$ cat config.mk
export PLATFORM = sky130hd
export DESIGN_NAME = reg_dump_reader
export DESIGN_NICKNAME = d
export VERILOG_FILES = /design/src/rtl/reg_dump_reader.sv
export SDC_FILE = /design/constraint.sdc
export NUM_CORES = 1
export LEC_CHECK = 0
export CORE_MARGIN = 2
export CORE_UTILIZATION = 47
export DETAILED_ROUTE_END_ITERATION = 10
export GPL_TIMING_DRIVEN = 0
export PLACE_DENSITY = 0.86
export SLEW_MARGIN = 25
export SYNTH_ARGS = -nofsm -noshare
export SYNTH_HDL_FRONTEND = slang
export SYNTH_SLANG_ARGS = --single-unit
$ cat constraint.sdc
create_clock -name clk -period 4.8 [get_ports clk]
set_input_delay 0.48 -clock clk [delete_from_list [all_inputs] [get_ports clk]]
set_output_delay 0.48 -clock clk [all_outputs]
set_load 0.01 [all_outputs]
$ cat src/rtl/reg_dump_reader.sv
// rtl/reg_dump_reader.sv - streams register file 0..NUM_REGS-1 over valid/ready; optional XOR checksum word via REG_DUMP_CHECKSUM_EN
module reg_dump_reader #(
    parameter int NUM_REGS = 32,
    parameter int ADDR_W   = 5,
    parameter int DATA_W   = 32
) (
    input  logic              clk,
    input  logic              reset,
    input  logic              start,
    input  logic              abort,
    output logic [ADDR_W-1:0] rf_raddr,
    input  logic [DATA_W-1:0] rf_rdata,
    output logic              out_valid,
    input  logic              out_ready,
    output logic [DATA_W-1:0] out_data,
    output logic [ADDR_W:0]   out_index,
    output logic              out_last,
    output logic              busy,
    output logic              done
);
    localparam int IW = ADDR_W + 1;
    localparam logic [IW-1:0] LAST_IDX = IW'(NUM_REGS - 1);

    typedef enum logic [2:0] {
        IDLE,
        LOAD,
        SEND,
`ifdef REG_DUMP_CHECKSUM_EN
        CSUM,
`endif
        DONE
    } state_t;

    state_t        state;
    logic [IW-1:0] rd_ptr;
`ifdef REG_DUMP_CHECKSUM_EN
    logic [DATA_W-1:0] csum;
`endif

    // rd_ptr reaches NUM_REGS after the last load; the wrapped read is never used
    assign rf_raddr = rd_ptr[ADDR_W-1:0];
    assign busy     = (state != IDLE);
    assign done     = (state == DONE);
`ifdef REG_DUMP_CHECKSUM_EN
    assign out_last = (state == CSUM);
`else
    assign out_last = (state == SEND) && (out_index == LAST_IDX);
`endif

    always_ff @(posedge clk or posedge reset) begin
        if (reset) begin
            state     <= IDLE;
            rd_ptr    <= '0;
            out_data  <= '0;
            out_index <= '0;
            out_valid <= 1'b0;
`ifdef REG_DUMP_CHECKSUM_EN
            csum      <= '0;
`endif
        end else if (abort) begin
            state     <= IDLE;
            out_valid <= 1'b0;
        end else begin
            case (state)
                IDLE: begin
                    if (start) begin
                        rd_ptr <= '0;
`ifdef REG_DUMP_CHECKSUM_EN
                        csum   <= '0;
`endif
                        state  <= LOAD;
                    end
                end
                LOAD: begin
                    out_data  <= rf_rdata;
                    out_index <= rd_ptr;
                    out_valid <= 1'b1;
                    rd_ptr    <= rd_ptr + IW'(1);
                    state     <= SEND;
                end
                SEND: begin
                    // out_valid is always high here, so out_ready alone is the handshake
                    if (out_ready) begin
`ifdef REG_DUMP_CHECKSUM_EN
                        csum <= csum ^ out_data;
`endif
                        if (out_index < LAST_IDX) begin
                            out_data  <= rf_rdata;
                            out_index <= rd_ptr;
                            rd_ptr    <= rd_ptr + IW'(1);
                        end else begin
`ifdef REG_DUMP_CHECKSUM_EN
                            out_data  <= csum ^ out_data;
                            out_index <= IW'(NUM_REGS);
                            state     <= CSUM;
`else
                            out_valid <= 1'b0;
                            state     <= DONE;
`endif
                        end
                    end
                end
`ifdef REG_DUMP_CHECKSUM_EN
                CSUM: begin
                    if (out_ready) begin
                        out_valid <= 1'b0;
                        state     <= DONE;
                    end
                end
`endif
                DONE: begin
                    state <= IDLE;
                end
                default: begin
                    state <= IDLE;
                end
            endcase
        end
    end
endmodule

* After elaboration in Yosys (flattened, before gate mapping) *
Index checks and enable logic that the tools add are counted.

word-level totals
  input port bits = 37
  flip-flop bits (word level) = 48

operators by class
  eq/ne operators = 10
  mux-type cells = 19
  $add $sub $neg = 1
  order comparisons = 1
  reductions and logical operators = 10
  bitwise logic cells = 1

operator list
  operator                                                    number
  two-way mux 32 bit                                          2
  one-hot mux 32 bit (2 select lines)                         1
  two-way mux 6 bit                                           5
  one-hot mux 6 bit (3 select lines)                          1
  two-way mux 3 bit                                           4
  one-hot mux 6 bit (2 select lines)                          1
  != test 3 bit, second input constant                        3
  one-hot mux 3 bit (3 select lines)                          1
  nonzero test 3 bit                                          3
  adder 6 x 1 -> 6 bit, second input constant                 1
  equality test 3 x 2 -> 1 bit, second input constant         2
  equality test 6 x 5 -> 1 bit, second input constant         1
  less-than comparator 6 x 5 -> 1 bit, second input constant  1
  AND reduction 3 bit                                         2
  AND reduction 5 bit                                         1
  != test 2 bit, second input constant                        2
  AND reduction 4 bit                                         1
  equality test 3 x 1 -> 1 bit, second input constant         1
  logical NOT 3 bit                                           1
  two-way mux 1 bit                                           3
  != test 2 x 1 -> 1 bit, second input constant               1
  one-hot mux 1 bit (2 select lines)                          1
  nonzero test 2 bit                                          1
  logical AND 1 bit                                           1
  inverter 1 bit                                              1

* Logic depth before layout (Yosys ltp) *
  depth after elaboration = 5
  gate-level depth with buffers = 8
  mapped depth without buffers = 6

* Worst setup path after synthesis *
OpenSTA, ideal clock, no wires.

  kind = reg2reg
  start point = register state[0]
  end point = register out_data[24]
  library setup time = 125 ps
  cell stages (with the launch flop) = 9
  slack = 2,788 ps
  path buffers = 2
  data arrival time = 1,887 ps
  data required time = 4,675 ps
  path through = dfrtp_1 > inv_1 > ha_1 > inv_2 > o311ai_4 > or2_4 > buf_12 > buf_12 > mux2_4

between the ends
  word-level cells in the longest chain between the ends = 3
  elaborated cells between the ends (all ways) = 7

ends and longest elaborated chain
  what                                                                                 line  text
  start, declared                                                                      34    state_t state;
  start signal, assigned                                                               52    state <= IDLE;
  start signal, assigned                                                               61    state <= IDLE;
  start signal, assigned                                                               71    state <= LOAD;
  equality test 3 x 2 -> 1 bit / equality test 3 x 1 -> 1 bit (equally long branches)  64    case (state)
  != test 2 x 1 -> 1 bit (no line) (tied with other cells)                             -
  AND reduction 4 bit (no line)                                                        -
  end signal, assigned                                                                 75    out_data <= rf_rdata;
  end signal, assigned                                                                 88    out_data <= rf_rdata;
  end, declared                                                                        15    output logic [DATA_W-1:0] out_data,

Parallel ways exist; a longest one is shown, timed or not.
A chain may end at the register's enable or synchronous reset.

* Worst setup path in the final report *
  start point = register state[0]
  end point = output out_last

between the ends
  word-level cells in the longest chain between the ends = 2

ends and longest elaborated chain
  what                          line  text
  equality test 3 x 2 -> 1 bit  47    assign out_last = (state == SEND) && (out_index == LAST_IDX);
  logical AND 1 bit             47
  end, declared                 17    output logic out_last,

Every way passes these cells.

==> impl_metrics.toml <==
[outcome]
status = "complete, no violations"

[worst_setup_path]
critical_path_class = "reg2out"
cp-end-kind = "output pin"
r2r-start = "state[0]$_DFFE_PP0P_"
worstReg2RegEnd = "out_data[17]$_DFFE_PP0P_"
reg2reg_slack_ns = 2.55
cp_data_arrival_time_ns = 2.08
crit_start = "state[0]$_DFFE_PP0P_"
rr_worst_depth = 8
cp-start-kind = "register"
crit_fanout = 6
required_ns = 4.32

[min_path]
holdPathEnd = "out_data[31]$_DFFE_PP0P_"
holdCritPathClass = "reg2reg"
min_path_cells = 1
hp-start = "out_data[31]$_DFFE_PP0P_"

[sta]
whs_ns = 0.509
setup_tns_ns = 0
fin_crit_sh_pct = 53.4
max_freq_mhz = 390
worst_slew_pin_slew_ns = 0.511
hold_viol = 0
skew_ns = 0.00384
slew_headroom_pct = 65.9
maxSlewViolCount = 0
min_period_ns = 2.56
setup_viol = 0
rsz0062_at_grt = "false"

[pwr]
power_density_nw_per_um2 = 639
peakVddDrop_mv = 0.367
p_leak_nw = 1.46

[routing]
ant_nets = 0
wl_um = 4510
drcViolationCount = 0
dr.first_iter.drc_count = 38
vias = 1511
via_per_inst = 5.09
first_pass_iters = 4
wl_per_cell_um = 15.2

[synthesis]
async_flop_share_pct = 100
ys_warn_count = 0
avgSynthCellArea_um2 = 14.2
ys_top_cells_by_count = "dfrtp_1 (47), mux2_2 (19), mux2_4 (19)"
ys.flop_type = "dfrtp_1"
synth_top_area_share_pct = 54.0
synth_cell_types = 34
syn_nets = 195
yosysMostFrequentCell = "dfrtp_1"
synth_area_um2 = 2180
synth-edff-count = 0
synth-seq-cells = 47
synth_area_leaders = "dfrtp_1 (54%), mux2_4 (13%), mux2_2 (9.8%)"
synthCells = 153
synth_largest_area_cell = "dfrtp_1"
synth_seq_area_share_pct = 54.0

[clock_network]
cts_tree = "done"
cts_buffer_depth = 2
insertion_delay_ns = 0.29
htreeDepth = 2
path_clk_slew_ns = 0.08
clkSinkCount = 47
ctsHoldBuffers = 0
cts_made_buffers = 5
cts_root_buf = "clkbuf_8"
postCtsSetupBuffers = 0
cts_resized = 0

[die]
coreArea_um2 = 4410
start_util_pct = 49.3
fp.dieW_um = 72.1
design.die.area_um2 = 5190
rows = 24
io_pins = 84
die_y_um = 72.1

[final_layout]
antenna_cells = 0
layout-drive-gt1-share_pct = 25.3
nNetsFinal = 286
area_growth_pct = 47.5

[placed_design]
place_hpwl_um = 3420
port_buffers = 83
gp_congestion = 0.816

[global_route]
grt_pass1_vias = 1577
grt_pass1_wl_um = 7290
grt_overflow = 0
grt_usage_pct = 17.8
antenna_found_initial = 0
grt_max_degree = 26

[run]
maxCapViolations = 0
critical path, stage by stage, from the launching register on:
cell	delay, ns
dfrtp_1	0.41
inv_1	0.11
ha_1	0.27
inv_2	0.10
nor4_1	0.32
clkdlybuf4s50_1	0.59
kinds of logic (layout without fill, tap and decap cells):
logic type      after synthesis  in the layout  share of synthesized area (%)
flops                        47             47                           54.0
mux                          40             40                           23.9
compound gates               18             18                           6.49
fa+ha+maj                     5              5                           2.87
buf+inv                      18            110                           6.44
simple gates                 25             25                           6.32
routing by layer:
| layer | wire length, µm | part of all wire [%] | vias up | track usage [%] |
|---|---|---|---|---|
| li1 | - | - | 715 | - |
| met1 | 1940 | 43 | 736 | 22.5 |
| met2 | 2220 | 49 | 57 | 30.3 |
| met3 | 335 | 7.4 | 3 | 5.42 |
| met4 | 19 | 0.42 | 0 | 3.35 |
| met5 | 0 | 0 | - | 0 |
sequential cells by signal, summed over array words and instances, names as in the netlist:
| signal | count |
|---|---|
| state | 2 |
| out_index | 6 |
| rd_ptr | 6 |
| out_data | 32 |
| out_valid | 1 |
report_power, final:
part           internal (W)  switching (W)
Combinational      0.000681       0.000392
Sequential         0.000571       0.000112
Clock              0.000169       0.000126
Total               0.00142       0.000631
through the flow:
stage / cells / cell area (µm²) / total power (W) / setup WS, ns / util, %
2_1_floorplan: 153 / 2180 / 0.00130 / 2.79 / -
3_3_place_gp: 288 / 3070 / 0.00174 / 2.30 / 69.6
3_5_place_dp: 289 / 3090 / 0.00177 / 2.48 / 70.1
4_1_cts: 297 / 3210 / 0.00207 / 2.23 / 72.7
5_1_grt: 297 / 3210 / 0.00217 / 2.09 / 72.7
6_report: 297 / 3210 / 0.00205 / 2.24 / 72.7
cell type report:
type | count | area, µm²
Timing Repair Buffer | 84 | 851
Clock buffer | 6 | 82.6
Buffer | 11 | 114
Tap cell | 52 | 65.1
Multi-Input combinational cell | 88 | 861
Sequential cell | 47 | 1180
Clock inverter | 2 | 35.0
Inverter | 7 | 26.3
Fill cell | 318 | 1200
how the worst max path moves through the flow:
stage	end	cells after the start
finish	out_last	5
global route	out_last	5
CTS	out_last	5
detailed placement	out_data[17]$_DFFE_PP0P_	7
global placement	rd_ptr[0]$_DFFE_PP0P_	2
floorplan	out_data[24]$_DFFE_PP0P_	8
cells in the final DEF, fill, tap and decap left out, drive strengths merged:
master and count:
nand2 4, clkinv 1, a21oi 1, clkbuf 7, or2b 1, a221oi 1
dfrtp 47, nor2 3, nand3b 1, nand2b 4, o311ai 2, nand3 5
o221ai 1, nor3 1, o21ai 7, bufinv 1, a22o 2, nor4 1
or3 1, or2 3, o31ai 2, a211o 1, mux2i 2, ha 5
mux2 38, nor3b 1, clkdlybuf4s50 83, o211ai 1, buf 11, inv 7
Note: power is estimated with default switching activity, not from simulation.
